--- src/rtl/fp_sample_gain_seq.sv ---
// Sequencer that drives one shared fpUnit through I2F -> MUL -> ADD -> F2I for each
// accepted audio sample, computing y = int(float(x) * gain + bias). The result is
// saturated to DW bits and presented on a valid/ready output.
module fp_sample_gain_seq #(
    parameter int unsigned DW             = 16,
    parameter int unsigned TIMEOUT_CYCLES = 1024
) (
    input  logic          clock_i,
    input  logic          reset_ni,
    input  logic          in_valid_i,
    output logic          in_ready_o,
    input  logic [DW-1:0] in_sample_i,
    input  logic [31:0]   gain_i,
    input  logic [31:0]   bias_i,
    output logic          out_valid_o,
    input  logic          out_ready_i,
    output logic [DW-1:0] out_sample_o,
    output logic          busy_o,
    output logic          timeout_err_o,
    output logic          fp_clk_en_o,
    output logic [2:0]    fp_operation_o,
    output logic [31:0]   fp_dataa_o,
    output logic [31:0]   fp_datab_o,
    input  logic [31:0]   fp_result_i,
    input  logic          fp_done_i
);

    localparam logic [2:0] OpAdd = 3'd0;
    localparam logic [2:0] OpMul = 3'd3;
    localparam logic [2:0] OpF2i = 3'd4;
    localparam logic [2:0] OpI2f = 3'd5;

    localparam int unsigned     CntW   = $clog2(TIMEOUT_CYCLES + 1);
    localparam logic [CntW-1:0] CntMax = CntW'(TIMEOUT_CYCLES);

    // Clamp bounds for a DW-bit signed result; for DW=32 they span the full range.
    localparam logic signed [31:0] SatMax = 32'((64'sd1 <<< (DW - 1)) - 64'sd1);
    localparam logic signed [31:0] SatMin = ~SatMax;

    typedef enum logic [2:0] {
        StIdle,
        StI2f,
        StMul,
        StAdd,
        StF2i,
        StGap,
        StOut
    } state_e;

    state_e          state_q, state_d;
    logic            in_ready_q, in_ready_d;
    logic            fp_clk_en_q, fp_clk_en_d;
    logic [2:0]      fp_op_q, fp_op_d;
    logic [31:0]     fp_dataa_q, fp_dataa_d;
    logic [31:0]     fp_datab_q, fp_datab_d;
    logic [31:0]     gain_q, gain_d;
    logic [31:0]     bias_q, bias_d;
    logic [31:0]     res_q, res_d;
    logic [CntW-1:0] cnt_q, cnt_d;
    logic            timeout_err_q, timeout_err_d;
    logic [DW-1:0]   out_sample_q, out_sample_d;
    logic [DW-1:0]   sat_val;

    // Saturate the last captured fpUnit result (the F2I integer) to DW bits.
    always_comb begin
        if ($signed(res_q) > SatMax) begin
            sat_val = SatMax[DW-1:0];
        end else if ($signed(res_q) < SatMin) begin
            sat_val = SatMin[DW-1:0];
        end else begin
            sat_val = res_q[DW-1:0];
        end
    end

    // Next-state logic: accept, run each fpUnit op, insert gaps, timeout and output handshake.
    always_comb begin
        state_d       = state_q;
        fp_clk_en_d   = fp_clk_en_q;
        fp_op_d       = fp_op_q;
        fp_dataa_d    = fp_dataa_q;
        fp_datab_d    = fp_datab_q;
        gain_d        = gain_q;
        bias_d        = bias_q;
        res_d         = res_q;
        cnt_d         = cnt_q;
        timeout_err_d = timeout_err_q;
        out_sample_d  = out_sample_q;

        unique case (state_q)
            StIdle: begin
                if (in_valid_i && in_ready_q) begin
                    gain_d      = gain_i;
                    bias_d      = bias_i;
                    fp_dataa_d  = 32'(signed'(in_sample_i));
                    fp_datab_d  = 32'h0;
                    fp_op_d     = OpI2f;
                    fp_clk_en_d = 1'b1;
                    cnt_d       = '0;
                    state_d     = StI2f;
                end
            end
            StI2f, StMul, StAdd, StF2i: begin
                if (fp_clk_en_q && fp_done_i) begin
                    res_d       = fp_result_i;
                    fp_clk_en_d = 1'b0;
                    state_d     = StGap;
                end else if (fp_clk_en_q) begin
                    cnt_d = cnt_q + 1'b1;
                    if (cnt_d == CntMax) begin
                        // Abort the sample: no output, flag sticks until reset.
                        fp_clk_en_d   = 1'b0;
                        timeout_err_d = 1'b1;
                        cnt_d         = '0;
                        state_d       = StIdle;
                    end
                end
            end
            StGap: begin
                // The opcode still held on the port says which op just finished.
                case (fp_op_q)
                    OpI2f: begin
                        fp_op_d     = OpMul;
                        fp_dataa_d  = res_q;
                        fp_datab_d  = gain_q;
                        fp_clk_en_d = 1'b1;
                        cnt_d       = '0;
                        state_d     = StMul;
                    end
                    OpMul: begin
                        fp_op_d     = OpAdd;
                        fp_dataa_d  = res_q;
                        fp_datab_d  = bias_q;
                        fp_clk_en_d = 1'b1;
                        cnt_d       = '0;
                        state_d     = StAdd;
                    end
                    OpAdd: begin
                        fp_op_d     = OpF2i;
                        fp_dataa_d  = res_q;
                        fp_datab_d  = 32'h0;
                        fp_clk_en_d = 1'b1;
                        cnt_d       = '0;
                        state_d     = StF2i;
                    end
                    default: begin
                        out_sample_d = sat_val;
                        state_d      = StOut;
                    end
                endcase
            end
            StOut: begin
                if (out_ready_i) begin
                    state_d = StIdle;
                end
            end
            default: begin
                state_d = StIdle;
            end
        endcase

        in_ready_d = (state_d == StIdle);
    end

    // State and datapath registers; reset drops fp_clk_en at once and discards any sample.
    always_ff @(posedge clock_i or negedge reset_ni) begin
        if (!reset_ni) begin
            state_q       <= StIdle;
            in_ready_q    <= 1'b0;
            fp_clk_en_q   <= 1'b0;
            fp_op_q       <= 3'd0;
            fp_dataa_q    <= 32'h0;
            fp_datab_q    <= 32'h0;
            gain_q        <= 32'h0;
            bias_q        <= 32'h0;
            res_q         <= 32'h0;
            cnt_q         <= '0;
            timeout_err_q <= 1'b0;
            out_sample_q  <= '0;
        end else begin
            state_q       <= state_d;
            in_ready_q    <= in_ready_d;
            fp_clk_en_q   <= fp_clk_en_d;
            fp_op_q       <= fp_op_d;
            fp_dataa_q    <= fp_dataa_d;
            fp_datab_q    <= fp_datab_d;
            gain_q        <= gain_d;
            bias_q        <= bias_d;
            res_q         <= res_d;
            cnt_q         <= cnt_d;
            timeout_err_q <= timeout_err_d;
            out_sample_q  <= out_sample_d;
        end
    end

    assign in_ready_o     = in_ready_q;
    assign out_valid_o    = (state_q == StOut);
    assign out_sample_o   = out_sample_q;
    assign busy_o         = (state_q != StIdle);
    assign timeout_err_o  = timeout_err_q;
    assign fp_clk_en_o    = fp_clk_en_q;
    assign fp_operation_o = fp_op_q;
    assign fp_dataa_o     = fp_dataa_q;
    assign fp_datab_o     = fp_datab_q;

endmodule

--- config.mk ---
export PLATFORM = sky130hd
export DESIGN_NAME = fp_sample_gain_seq
export DESIGN_NICKNAME = d
export VERILOG_FILES = /design/src/rtl/fp_sample_gain_seq.sv
export SDC_FILE = /design/constraint.sdc
export NUM_CORES = 1
export LEC_CHECK = 0
export CELL_PAD_IN_SITES_DETAIL_PLACEMENT = 1
export CELL_PAD_IN_SITES_GLOBAL_PLACEMENT = 1
export CORE_UTILIZATION = 30
export DETAILED_ROUTE_END_ITERATION = 6
export HOLD_SLACK_MARGIN = 0.03
export PLACE_DENSITY = 0.63
export RECOVER_POWER = 50
export SLEW_MARGIN = 20
export SYNTH_ARGS = -nofsm -noshare
export SYNTH_HDL_FRONTEND = slang
export SYNTH_SLANG_ARGS = --single-unit
--- constraint.sdc ---
create_clock -name clock_i -period 3 [get_ports clock_i]
set_input_delay 0.9 -clock clock_i [delete_from_list [all_inputs] [get_ports clock_i]]
set_output_delay 0.9 -clock clock_i [all_outputs]
set_load 0.01 [all_outputs]
==> results.json <==
{
  "worst_pin_slew_ps": 1240,
  "synthCells": 733,
  "rsz0062_at_grt": "false",
  "first_pass_iters": 4,
  "async_reset_ff_frac": 1.00,
  "hold_path_class": "reg2reg",
  "port_buffers": 204,
  "start_util": 0.308,
  "clkSlewWorstSetupHoldPaths_ps": 80,
  "status": "completed",
  "stdcell_area_um2": 11400,
  "coreArea_um2": 27200,
  "antenna_left": 0,
  "post_cts_resized": 0,
  "cts_buffer_depth": 2,
  "antenna_found_initial": 3,
  "drt_wl_total_um": 23300,
  "synth_compound_area_frac": 0.128,
  "synth.avg_cell_area_um2": 11.4,
  "cp_max_fo": 7,
  "met2_length_um": 11400,
  "clock_skew_ps": 16.9,
  "crit_path_end_kind": "output port",
  "vias": 6264,
  "grt_max_degree": 67,
  "slew_headroom": 0.174,
  "path_class": "reg2out",
  "start_kind": "flip-flop",
  "clock_latency_ps": 440,
  "io_pins": 205,
  "grt_first_pass_wirelength_um": 37900,
  "cellPowerDensity_nw_per_um2": 919,
  "htreeDepth": 4,
  "grt_pass1_vias": 6843,
  "critPathRequiredTime_ps": 2100,
  "syn-cell-area_um2": 8370,
  "placed_area_um2": 10900,
  "max_freq_ghz": 0.359,
  "fin_crit_ps": 2790,
  "synth.distinct_cells": 47,
  "top_layer_used": "met5",
  "wl_met3_um": 1210,
  "path_buf_inv": 1,
  "placed_cells": 1280,
  "setup_viol": 0,
  "max-cap-violations": 0,
  "die_h_um": 169,
  "synth_flop_cell": "dfrtp_1",
  "ir_drop_mv": 0.363,
  "path_cells": "or3_1 -> clkdlybuf4s50_1",
  "place_ws_ps": 325,
  "drv_slew": 0,
  "synth_fa_ha_area_frac": 0.00149,
  "r2r_slack_ps": 550,
  "yosysSeqAreaShare": 0.586,
  "gr-total-overflow": 0,
  "cts_setup_buffers": 0,
  "hpwl_um": 16100,
  "dieArea_um2": 28600,
  "drt-wirelength-per-cell_um": 17.8,
  "cts_root_buf": "clkbuf_16",
  "track_usage": 0.170,
  "cts_made_buffers": 17,
  "final_net_count": 1045,
  "area_growth_syn_to_layout_pct": 36.4,
  "critical-path-top-delay-family": "simple AND/OR/NAND/NOR gates",
  "synth_seq_cells": 196,
  "synth_nets": 851,
  "critPathSlowestCell": "or3_1",
  "initialDrtViolationCount": 277,
  "fin_util": 0.420,
  "setup_ws_ps": 212,
  "rows": 60,
  "final_hold_viol_count": 0,
  "synth_top_family_by_area": "multiplexers",
  "muxShareOfSynthArea": 0.150,
  "arrival_ps": 1890,
  "gp_congestion": 0.754,
  "tns_ps": 0,
  "synth_xor_area_frac": 0.00314,
  "drc_errors": 0,
  "drive_gt1_frac": 0.177,
  "p_leak_nw": 4.72,
  "vias_per_cell": 4.77,
  "postCtsHoldBufs": 0,
  "synth_edf_count": 0,
  "cp_slowest_stage_delay_ps": 540,
  "stdcell_count": 1314,
  "cts_tree": "done",
  "post-route-period-util": 0.929,
  "die_x_um": 169,
  "wl_met1_um": 10400,
  "synthSimpleGateAreaFrac": 0.100,
  "ys_warn_count": 0,
  "cts_sinks": 196
}
[worst reg2reg max path: stages (launching register included)]
cell      delay, ps
dfrtp_1         380
or3_1           540
nand4_1         160
clkbuf_2        750
o21ai_0         200
a211o_1         300
[per-layer routing]
layer | up-vias | GRT usage
met5 | - | 0
met4 | 2 | 0.0490
met3 | 22 | 0.0433
met2 | 135 | 0.286
met1 | 3120 | 0.214
li1 | 2985 | -
[cell type report]
class / instances / area (µm²)
Fill cell: 2983 / 15800
Sequential cell: 196 / 4900
Multi-Input combinational cell: 480 / 3230
Timing Repair Buffer: 226 / 2210
Tap cell: 372 / 465
Clock buffer: 19 / 433
Clock inverter: 13 / 136
Inverter: 6 / 22.5
Antenna cell: 2 / 5.00
[metrics by stage]
stage	total power, mW	hold slack (ps)
4_1_cts	10.7	404
5_1_grt	11.2	509
3_5_place_dp	8.39	469
3_3_place_gp	8.26	461
2_1_floorplan	6.46	480
6_report	10.5	483
[placed cells by master, fill, tap and decap left out, types with 3 or more instances in the layout]
cell / n
dfrtp_1: 196
nand4_1: 5
and3_1: 3
clkbuf_16: 17
nand3b_1: 4
inv_6: 5
clkbuf_2: 3
nor2_1: 23
clkbuf_1: 4
nand2_1: 98
clkbuf_4: 3
clkinv_4: 3
inv_1: 6
xor2_1: 3
nor3_1: 6
mux2_2: 96
nor4_1: 4
o21ai_0: 99
a22oi_1: 33
or3_1: 5
a31oi_1: 4
nand3_1: 11
inv_8: 3
a21oi_1: 30
and3_2: 3
clkdlybuf4s50_1: 201
mux2i_1: 16
buf_4: 13
[cells by family after synthesis]
| group | count (synthesis) |
|---|---|
| compound gates | 182 |
| xor+xnor | 3 |
| fa+ha+maj | 1 |
| buf+inv | 57 |
| flops | 196 |
| mux | 113 |
| simple gates | 181 |
[Yosys cell counts, drive strengths merged (2+ instances only)]
cell type / n / area (µm²)
nor2b: 2 / 12.5
nand3: 11 / 55.1
or3: 5 / 31.3
nand2b: 2 / 12.5
a21o: 4 / 32.5
mux2i: 16 / 160
buf: 21 / 121
a211o: 3 / 27.5
a22oi: 33 / 248
clkbuf: 30 / 113
o21ai: 99 / 495
nand2: 99 / 372
nor3: 6 / 30.0
and2: 4 / 27.5
mux2: 97 / 1100
inv: 6 / 22.5
o211ai: 2 / 15.0
a31oi: 4 / 25.0
a21oi: 30 / 150
nor2: 25 / 93.8
and3: 6 / 41.3
nor4: 4 / 25.0
dfrtp: 196 / 4900
nand3b: 4 / 30.0
and3b: 2 / 17.5
xor2: 3 / 26.3
and4: 2 / 20.0
nand4: 5 / 31.3
[path summary, 6_finish.rpt]
check                      cells past startpoint        endpoint           from
hold reg to reg                                2   fp_dataa_o[5]  fp_dataa_o[5]
hold / removal                                 2   fp_dataa_o[5]  fp_dataa_o[5]
min in group asynchronous                      1  fp_dataa_o[11]       reset_ni
max in group asynchronous                      2   timeout_err_o       reset_ni
setup / recovery                               2          busy_o     state_q[1]
setup reg to reg                               5      state_q[0]     state_q[1]
[sequential cells by signal, indices dropped and copies added, names as in the netlist, 11 cells and up]
signal,flops
cnt_q,11
out_sample_o,16
bias_q,32
gain_q,32
fp_datab_o,32
res_q,32
fp_dataa_o,32
[power breakdown]
group          leakage, nW  internal (mW)  switching, mW  total [mW]
logic                 1.99           2.01           1.71        3.72
registers             2.46           3.77          0.740        4.51
clock network        0.279           1.11           1.14        2.26
(Power assumes the default switching activity.)
